`src/rtl/pipe_pkg.sv`:
```
// Shared definitions for the elastic pipeline stage: occupancy states,
// control-bundle bit map and a helper that derives state from the valid bits.
package pipe_pkg;

    typedef enum logic [1:0] {
        ST_EMPTY = 2'd0,
        ST_ONE   = 2'd1,
        ST_FULL  = 2'd2
    } state_e;

    localparam int CTRL_MEM_WEN = 0;
    localparam int CTRL_WB_SEL  = 1;
    localparam int CTRL_REG_WB  = 2;
    localparam int CTRL_AUIPC   = 3;

    localparam int                    CTRL_W_DEFAULT = 4;
    localparam logic [CTRL_W_DEFAULT-1:0] CTRL_ZERO  = '0;

    // The skid slot is only ever filled behind a valid main slot.
    function automatic state_e slotState(input logic mainValid, input logic skidValid);
        if (skidValid) begin
            return ST_FULL;
        end else if (mainValid) begin
            return ST_ONE;
        end else begin
            return ST_EMPTY;
        end
    endfunction

endpackage

```
`src/rtl/pipe_slot_reg.sv`:
```
// One holding slot: a valid bit plus payload register. Clear wins over load;
// clear drops only the valid bit, the payload keeps its last value.
module pipe_slot_reg #(
    parameter int W = 8
) (
    input  logic         clk,
    input  logic         reset,
    input  logic         load_i,
    input  logic         clear_i,
    input  logic [W-1:0] data_i,
    output logic         valid_o,
    output logic [W-1:0] data_o
);

    logic         valid_q, valid_d;
    logic [W-1:0] data_q, data_d;

    always_comb begin
        valid_d = valid_q;
        data_d  = data_q;
        if (clear_i) begin
            valid_d = 1'b0;
        end else if (load_i) begin
            valid_d = 1'b1;
            data_d  = data_i;
        end
    end

    always_ff @(posedge clk) begin
        if (reset) begin
            valid_q <= 1'b0;
            data_q  <= '0;
        end else begin
            valid_q <= valid_d;
            data_q  <= data_d;
        end
    end

    assign valid_o = valid_q;
    assign data_o  = data_q;

endmodule

```
`src/rtl/pipe_stage_skid.sv`:
```
// Elastic inter-stage register: main slot plus one skid slot so in_ready can be
// registered, with flush, bubble gating of rd/ctrl and a saturating stall counter.
module pipe_stage_skid
    import pipe_pkg::*;
#(
    parameter int DATA_W               = 32,
    parameter int NUM_DATA             = 2,
    parameter int RD_W                 = 5,
    parameter int CTRL_W               = 4,
    parameter int CNT_W                = 16,
    parameter bit CLEAR_DATA_ON_BUBBLE = 1'b0
) (
    input  logic                       clk,
    input  logic                       reset,
    input  logic                       flush,
    input  logic                       in_valid,
    output logic                       in_ready,
    input  logic [NUM_DATA*DATA_W-1:0] in_data,
    input  logic [RD_W-1:0]            in_rd,
    input  logic [CTRL_W-1:0]          in_ctrl,
    output logic                       out_valid,
    input  logic                       out_ready,
    output logic [NUM_DATA*DATA_W-1:0] out_data,
    output logic [RD_W-1:0]            out_rd,
    output logic [CTRL_W-1:0]          out_ctrl,
    output logic [CNT_W-1:0]           stall_cnt,
    input  logic                       stall_cnt_clr
);

    localparam int DW = NUM_DATA * DATA_W;
    localparam int PW = CTRL_W + RD_W + DW;

    logic          mainValid, skidValid;
    logic [PW-1:0] mainPayload, skidPayload, inPayload, mainSrc;
    logic          mainLoad, mainClear, skidLoad, skidClear;
    logic          inFire, outFire;
    state_e        state;
    logic [CNT_W-1:0] stallCnt_q, stallCnt_d;

    assign inPayload = {in_ctrl, in_rd, in_data};
    assign state     = slotState(mainValid, skidValid);
    assign in_ready  = ~skidValid;
    assign inFire    = in_valid & in_ready;
    assign outFire   = mainValid & out_ready;

    // Flush overrides every load so an input arriving with it is discarded.
    always_comb begin
        mainLoad  = 1'b0;
        mainClear = 1'b0;
        skidLoad  = 1'b0;
        skidClear = 1'b0;
        mainSrc   = inPayload;
        case (state)
            ST_EMPTY: mainLoad = inFire;
            ST_ONE: begin
                if (inFire && outFire) begin
                    mainLoad = 1'b1;
                end else if (inFire) begin
                    skidLoad = 1'b1;
                end else if (outFire) begin
                    mainClear = 1'b1;
                end
            end
            ST_FULL: begin
                if (outFire) begin
                    mainLoad  = 1'b1;
                    mainSrc   = skidPayload;
                    skidClear = 1'b1;
                end
            end
            default: ;
        endcase
        if (flush) begin
            mainLoad  = 1'b0;
            skidLoad  = 1'b0;
            mainClear = 1'b1;
            skidClear = 1'b1;
        end
    end

    pipe_slot_reg #(.W(PW)) u_main (
        .clk     (clk),
        .reset   (reset),
        .load_i  (mainLoad),
        .clear_i (mainClear),
        .data_i  (mainSrc),
        .valid_o (mainValid),
        .data_o  (mainPayload)
    );

    pipe_slot_reg #(.W(PW)) u_skid (
        .clk     (clk),
        .reset   (reset),
        .load_i  (skidLoad),
        .clear_i (skidClear),
        .data_i  (inPayload),
        .valid_o (skidValid),
        .data_o  (skidPayload)
    );

    always_comb begin
        stallCnt_d = stallCnt_q;
        if (stall_cnt_clr) begin
            stallCnt_d = '0;
        end else if (mainValid && !out_ready && !(&stallCnt_q)) begin
            stallCnt_d = stallCnt_q + 1'b1;
        end
    end

    always_ff @(posedge clk) begin
        if (reset) begin
            stallCnt_q <= '0;
        end else begin
            stallCnt_q <= stallCnt_d;
        end
    end

    assign stall_cnt = stallCnt_q;
    assign out_valid = mainValid;
    assign out_ctrl  = mainPayload[PW-1 -: CTRL_W] & {CTRL_W{mainValid}};
    assign out_rd    = mainPayload[DW +: RD_W] & {RD_W{mainValid}};

    generate
        if (CLEAR_DATA_ON_BUBBLE) begin : g_clearData
            assign out_data = mainPayload[DW-1:0] & {DW{mainValid}};
        end else begin : g_holdData
            assign out_data = mainPayload[DW-1:0];
        end
    endgenerate

    assert property (@(posedge clk) disable iff (reset) !(skidValid && !mainValid));

endmodule

```
`config.mk`:
```
export PLATFORM = sky130hd
export DESIGN_NAME = pipe_stage_skid
export DESIGN_NICKNAME = d
export VERILOG_FILES = /design/src/rtl/pipe_pkg.sv /design/src/rtl/pipe_slot_reg.sv /design/src/rtl/pipe_stage_skid.sv
export SDC_FILE = /design/constraint.sdc
export NUM_CORES = 1
export LEC_CHECK = 0
export CAP_MARGIN = 25
export CORE_UTILIZATION = 54
export DETAILED_ROUTE_END_ITERATION = 12
export PLACE_DENSITY = 0.91
export SLEW_MARGIN = 15
export SYNTH_ARGS = -nofsm -noshare
export SYNTH_HDL_FRONTEND = slang
export SYNTH_SLANG_ARGS = --single-unit
```
`constraint.sdc`:
```
create_clock -name clk -period 5.25 [get_ports clk]
set_input_delay 1.3125 -clock clk [delete_from_list [all_inputs] [get_ports clk]]
set_output_delay 1.3125 -clock clk [all_outputs]
set_load 0.005 [all_outputs]
```
==> run summary, run 1 <==
Syn. warnings = 0
Switching Share = 0.220
Initial core utilization = 0.562
H-tree depth = 4
Die Y = 117 um
Worst min path class = reg -> reg
Critical Path End Type = flip-flop
DR WL/cell = 14.9 um
CP Launch Type = primary input
DRT antenna net count = 0
Endpoints failing hold = 0
Post-cts resize count = 0
FFs w/ async S/R, synth = 0
Hold Buf Count CTS = 0
GRT Residual Overflow = 0
Syn nets = 998
Sequential share of power = 0.458
Synth Instances = 918
CP Max Fanout = 43
Clk pwr share = 0.448
First-pass GRT wire length = 27600 um
P&R area growth vs syn = 26.2%
Syn_area_per_cell = 7.82 um^2
Vias in the first global route = 5820
Min Clock Period, post-route = 3.55 ns
DP HPWL = 10600 um
Post-synth cell types = 40
Critical Path AT = 3.90 ns
Setup violations, final = 0
Final wirelength = 17300 um
Cell Rows = 41
Buffer type at the clock tree root = clkbuf_16
Clock Sinks = 164
Req. time, crit path = 5.60 ns
Nets = 1056
Layout fillers = 1008
Simple-gate share of the synthesized area = 0.256
Leak = 3.07 nW
Number of CTS-inserted buffers = 17
Seq/Total Area, Yosys = 0.458
Post-Synth Adder-Cell Area = 0.00174
Largest net degree at the start of global routing = 109
GP Congestion = 0.779
Die X = 117 um
Peak VDD IR = 0.225 mV
Via/cell ratio = 5.63
Clock Latency Late Sink = 0.43 ns
Initial antenna violation count = 1
Clk pin slew, worst setup/hold paths = 0.06 ns
Psw = 630 uW
Detailed Routing Iterations Pass 1 = 6
Maximum clock rate = 282 MHz
I/O Buffers = 169
WS Path Type = in -> reg
RSZ-0062 raised after global routing = no
Vias = 6540
Clock skew = 0.0128 ns
Mux cell area share after synthesis = 0.00140
Top Ports = 170
Share of post-route cells with drive strength above 1 = 0.0526
Yosys reg bits = 164
Worst Tran Pin Value = 0.928 ns
Largest family of logic cells by synthesized area = simple AND/OR/NAND/NOR gates
Full die area = 13800 um^2
Comb power frac = 0.094
Final period utilization = 0.677
Max Slew Vio Count = 0
Setup_tns = 0 ns
Pwr Total = 2.87 mW
Internal power = 2.24 mW
PwrDens = 317 nW/um^2
DR iter-0 viols = 568
Post-CTS setup buffer count = 0
Max-slew headroom = 0.380
EDFF count, synth = 0
Synth Area in Compound Gates = 0.170
GRT Total Usage = 0.255
Main synth FF type = dfxtp_1
TritonCTS clock tree = built
Core area = 12800 um^2
Maximum buffer depth of the clock tree = 2
Max-cap violation count = 0
Status = completed
DRC errors left = 0
Post-Synth XOR/XNOR Area = 0
Mapped Area = 7170 um^2
==> logic make-up (layout without fill, tap and decap cells) <==
group / after synthesis / in the layout
AND/OR/NAND/NOR: 426 / 426
other: 0 / 1
flip-flops: 164 / 164
buffers and inverters: 146 / 217
multiplexers: 1 / 1
AO/OA/AOI/OAI: 180 / 180
adder cells (fa/ha/maj): 1 / 1
==> Yosys cell counts (3+ instances only) <==
cell,n,share of area
nand2_1,227,0.12
dfxtp_1,164,0.46
a21oi_1,83,0.058
nand3_1,77,0.054
nor2_1,77,0.040
a311oi_1,73,0.089
buf_4,64,0.067
clkbuf_1,55,0.029
buf_2,20,0.014
or3_1,11,0.0096
and2_1,9,0.0078
nand4_1,7,0.0061
o21ai_0,6,0.0042
inv_1,5,0.0026
o31ai_1,4,0.0042
nor4_1,3,0.0026
or4_1,3,0.0031
==> path summary, 6_finish.rpt <==
path / from / endpoint / slack (ns) / cells past startpoint
setup / recovery: out_ready / u_skid.data_o[59]$_SDFFE_PP0P_ / 1.70 / 6
hold / removal: u_skid.data_o[71]$_SDFFE_PP0P_ / u_skid.data_o[71]$_SDFFE_PP0P_ / 0.45 / 2
setup reg to reg: u_main.valid_o$_SDFFE_PP0P_ / u_skid.data_o[59]$_SDFFE_PP0P_ / 2.40 / 5
hold reg to reg: u_skid.data_o[71]$_SDFFE_PP0P_ / u_skid.data_o[71]$_SDFFE_PP0P_ / 0.45 / 2
==> metrics by stage <==
step,util,setup WS [ns],hold slack (ns),area [um^2],std cells
2_1_floorplan,-,2.73,0.437,7170,918
3_3_place_gp,0.658,1.35,0.441,8400,1127
3_5_place_dp,0.658,1.30,0.447,8400,1127
4_1_cts,0.706,1.72,0.455,9020,1159
5_1_grt,0.709,1.54,0.470,9050,1162
6_report,0.709,1.70,0.454,9050,1162
==> cell usage in the layout, fill, tap and decap left out, types with 2 or more instances in the layout <==
cell type        count
a21oi_1             83
o21a_1               2
a311oi_1            73
clkbuf_8             4
nor2_1              76
or3_1               10
inv_1                5
nand4_1              7
o211ai_1             2
nand2_1            227
and2_1               9
clkinvlp_4           2
dfxtp_1            164
clkinv_2             4
nor4_1               3
o31ai_1              4
clkdlybuf4s50_1    168
nand3_1             76
or4_1                3
bufinv_16            3
nand3_2              2
o21ai_0              6
nand2b_1             2
clkbuf_1             2
clkbuf_16           17
buf_4                9
o21ai_1              2
==> worst max-delay path: stages <==
cell and delay (ns):
clkdlybuf4s50_1 0.58, nand2b_1 0.51, or3_2 0.64, buf_4 0.52, nand2_1 0.13, a21oi_1 0.17
==> per-layer routing <==
layer	vias up	wire length [um]	track usage
met3	45	1010	0.0628
met5	-	0	0
li1	3239	-	-
met4	0	609	0.132
met2	236	8360	0.419
met1	3020	7290	0.311
==> registers in the layout, summed over array words and instances (netlist names) <==
name / count
u_main.data_o: 73
u_skid.data_o: 73
stall_cnt: 16
u_main.valid_o: 1
u_skid.valid_o: 1
==> layout make-up <==
| type | instances | area, um^2 | area share |
|---|---|---|---|
| antenna | 1 | 2.50 | 0.000276 |
| clock buffer | 23 | 488 | 0.0539 |
| clock inverter | 9 | 125 | 0.0138 |
| inverter | 5 | 18.8 | 0.00207 |
| multi-input combinational | 608 | 3120 | 0.344 |
| sequential | 164 | 3280 | 0.363 |
| tap | 172 | 215 | 0.0238 |
| timing repair buffer | 180 | 1800 | 0.199 |
==> power groups by stage <==
stage	logic [mW]	registers, mW	clock network (mW)
global route	0.294	1.32	1.35
finish	0.268	1.31	1.28
CTS	0.267	1.31	1.30
global placement	0.261	1.34	0
detailed placement	0.265	1.34	0
floorplan	0.155	1.33	0
Power figures use the tool's default switching activity.
==> run 2, diff against run 1 <==
--- a/config.mk
+++ b/config.mk
@@ -6,9 +6,9 @@
 export NUM_CORES = 1
 export LEC_CHECK = 0
 export CAP_MARGIN = 25
-export CORE_UTILIZATION = 54
+export CORE_UTILIZATION = 50
 export DETAILED_ROUTE_END_ITERATION = 12
-export PLACE_DENSITY = 0.91
+export PLACE_DENSITY = 0.85
 export SLEW_MARGIN = 15
 export SYNTH_ARGS = -nofsm -noshare
 export SYNTH_HDL_FRONTEND = slang
==> constraint.sdc (replaced) <==
create_clock -name clk -period 3.43 [get_ports clk]
set_input_delay 0.8575 -clock clk [delete_from_list [all_inputs] [get_ports clk]]
set_output_delay 0.8575 -clock clk [all_outputs]
set_load 0.005 [all_outputs]
==> run 2 against run 1 <==
Wire length is 0.86% lower. First-iteration DRC count is 8.1% higher. Total power is 59% higher. Critical path type is now reg -> out.
==> run summary, run 2 (synthesis results as in run 1) <==
Clk pin slew, worst setup/hold paths = 0.06 ns (about the same)
Worst Tran Pin Value = 0.682 ns (-0.246 ns)
Buffer type at the clock tree root = clkbuf_16
Status = completed
Initial core utilization = 0.515 (-0.0468)
Die Y = 122 um (+3.9%)
I/O Buffers = 169 (unchanged)
Max-slew headroom = 0.545 (+0.165)
DR iter-0 viols = 614 (+8.1%)
Nets = 1059 (+0.28%)
Final period utilization = 0.788
Detailed Routing Iterations Pass 1 = 5 (-1)
Final wirelength = 17100 um (-0.86%)
P&R area growth vs syn = 27.9%
Max Slew Vio Count = 0 (unchanged)
Peak VDD IR = 0.320 mV (+42%)
Top Ports = 170 (unchanged)
Leak = 3.12 nW (+1.7%)
Most frequent cells in the layout = nand2_1 (227), clkdlybuf4s50_1 (168), dfxtp_1 (164)
RSZ-0062 raised after global routing = no
GRT Residual Overflow = 0 (unchanged)
Share of post-route cells with drive strength above 1 = 0.0575 (+0.00488)
Number of CTS-inserted buffers = 17 (unchanged)
Clock skew = 0.00473 ns (-0.00810 ns)
Min Clock Period, post-route = 2.70 ns
DRT antenna net count = 0 (unchanged)
Largest net degree at the start of global routing = 147 (+35%)
GP Congestion = 0.787 (+0.92%)
Vias in the first global route = 5836 (+0.27%)
Post-CTS setup buffer count = 0 (unchanged)
Via/cell ratio = 5.49 (-2.4%)
Area occupied by multi-input gates = 3120 um^2 (unchanged)
Final Cell Area = 9170 um^2 (+1.3%)
Setup violations, final = 0 (unchanged)
Cell Rows = 43 (+4.9%)
Maximum clock rate = 370 MHz
PwrDens = 498 nW/um^2 (+57%)
Max-cap violation count = 0 (unchanged)
H-tree depth = 4 (unchanged)
Req. time, crit path = 2.57 ns (-3.03 ns)
TritonCTS clock tree = built
GRT Total Usage = 0.237 (-0.0180)
Clock Latency Late Sink = 0.42 ns (about the same)
DRC errors left = 0 (unchanged)
Ant. Diodes = 0 (-1)
DR WL/cell = 14.6 um (-1.7%)
Hold WS = 0.454 ns (-0.000180 ns)
Vias = 6437 (-1.6%)
Maximum buffer depth of the clock tree = 2 (unchanged)
Critical Path AT = 1.84 ns (-2.06 ns)
Post-cts resize count = 0 (unchanged)
Worst min path class = reg -> reg
Placed Instance Area = 8500 um^2 (+1.2%)
Core area = 13900 um^2 (+9.1%)
Critical Path End Type = output port
Place WS = 0.489 ns (-0.809 ns)
Setup_tns = 0 ns (unchanged)
Slack of the critical path = 0.728 ns (-0.970 ns)
Clock Sinks = 164 (unchanged)
Hold Buf Count CTS = 0 (unchanged)
Die X = 122 um (+3.9%)
Full die area = 14800 um^2 (+7.9%)
Endpoints failing hold = 0 (unchanged)
CP Launch Type = flip-flop
WS Path Type = reg -> out
DP HPWL = 10400 um (-2.7%)
CP Max Fanout = 16 (-63%)
Pwr Total = 4.57 mW (+59%)
Most common cell after layout, fill and taps aside = nand2_1
Storage element area = 3280 um^2 (unchanged)
Initial antenna violation count = 0 (-1)
Layout fillers = 1138 (+13%)
First-pass GRT wire length = 28200 um (+2.2%)
==> run 2: cell count changes in the layout (fill, tap and decap cells not counted), sizes merged <==
cell | before | now
clkbuf | 24 | 18
buf | 11 | 15
bufinv | 3 | 6
clkinv | 4 | 6
diode | 1 | 0
==> run 2: worst paths after layout <==
kind                                  startpoint  cells past startpoint                        endpoint  slack, ns
setup / recovery     u_main.valid_o$_SDFFE_PP0P_                      2                     out_ctrl[1]       0.73
hold / removal    u_skid.data_o[32]$_SDFFE_PP0P_                      2  u_skid.data_o[32]$_SDFFE_PP0P_       0.45
setup reg to reg     u_main.valid_o$_SDFFE_PP0P_                      5  u_main.data_o[65]$_SDFFE_PP0P_       1.09
hold reg to reg   u_skid.data_o[32]$_SDFFE_PP0P_                      2  u_skid.data_o[32]$_SDFFE_PP0P_       0.45
==> run 2: report_power, final <==
| part | internal (mW) | total (mW) | switching (mW) | leakage (nW) |
|---|---|---|---|---|
| clock network | 1.38 | 2.14 | 0.759 | 0.326 |
| registers | 1.97 | 2.01 | 0.0381 | 1.34 |
| logic | 0.237 | 0.414 | 0.178 | 1.46 |
| total | 3.59 | 4.57 | 0.975 | 3.12 |
==> run 2: layer usage <==
metal  part of all wire  global-route usage  routed length (um)  vias up
li1                   -                   -                   -     3230
met1               0.43               0.299                7300     2942
met2               0.49               0.392                8430      226
met3              0.054              0.0449                 931       39
met4              0.027               0.109                 457        0
met5                  0                   0                   0        -
==> run 2: cell type report <==
type | count | share of cell area
clock buffers | 18 | 0.0479
flip-flops and latches | 164 | 0.358
repair buffers | 183 | 0.202
inverters | 5 | 0.00205
well taps | 180 | 0.0245
multi-input cells | 608 | 0.340
clock inverters | 14 | 0.0254
==> run 2: critical path, stage by stage, from the launching register on <==
cell	delay, ns
dfxtp_1	0.66
and2_1	0.25
clkdlybuf4s50_1	0.51
==> run 2: through the flow <==
| stage | util | instances |
|---|---|---|
| after floorplan | - | 918 |
| after global placement | 0.610 | 1140 |
| after detailed placement | 0.610 | 1140 |
| after CTS | 0.658 | 1172 |
| after global routing | 0.658 | 1172 |
| final | 0.658 | 1172 |
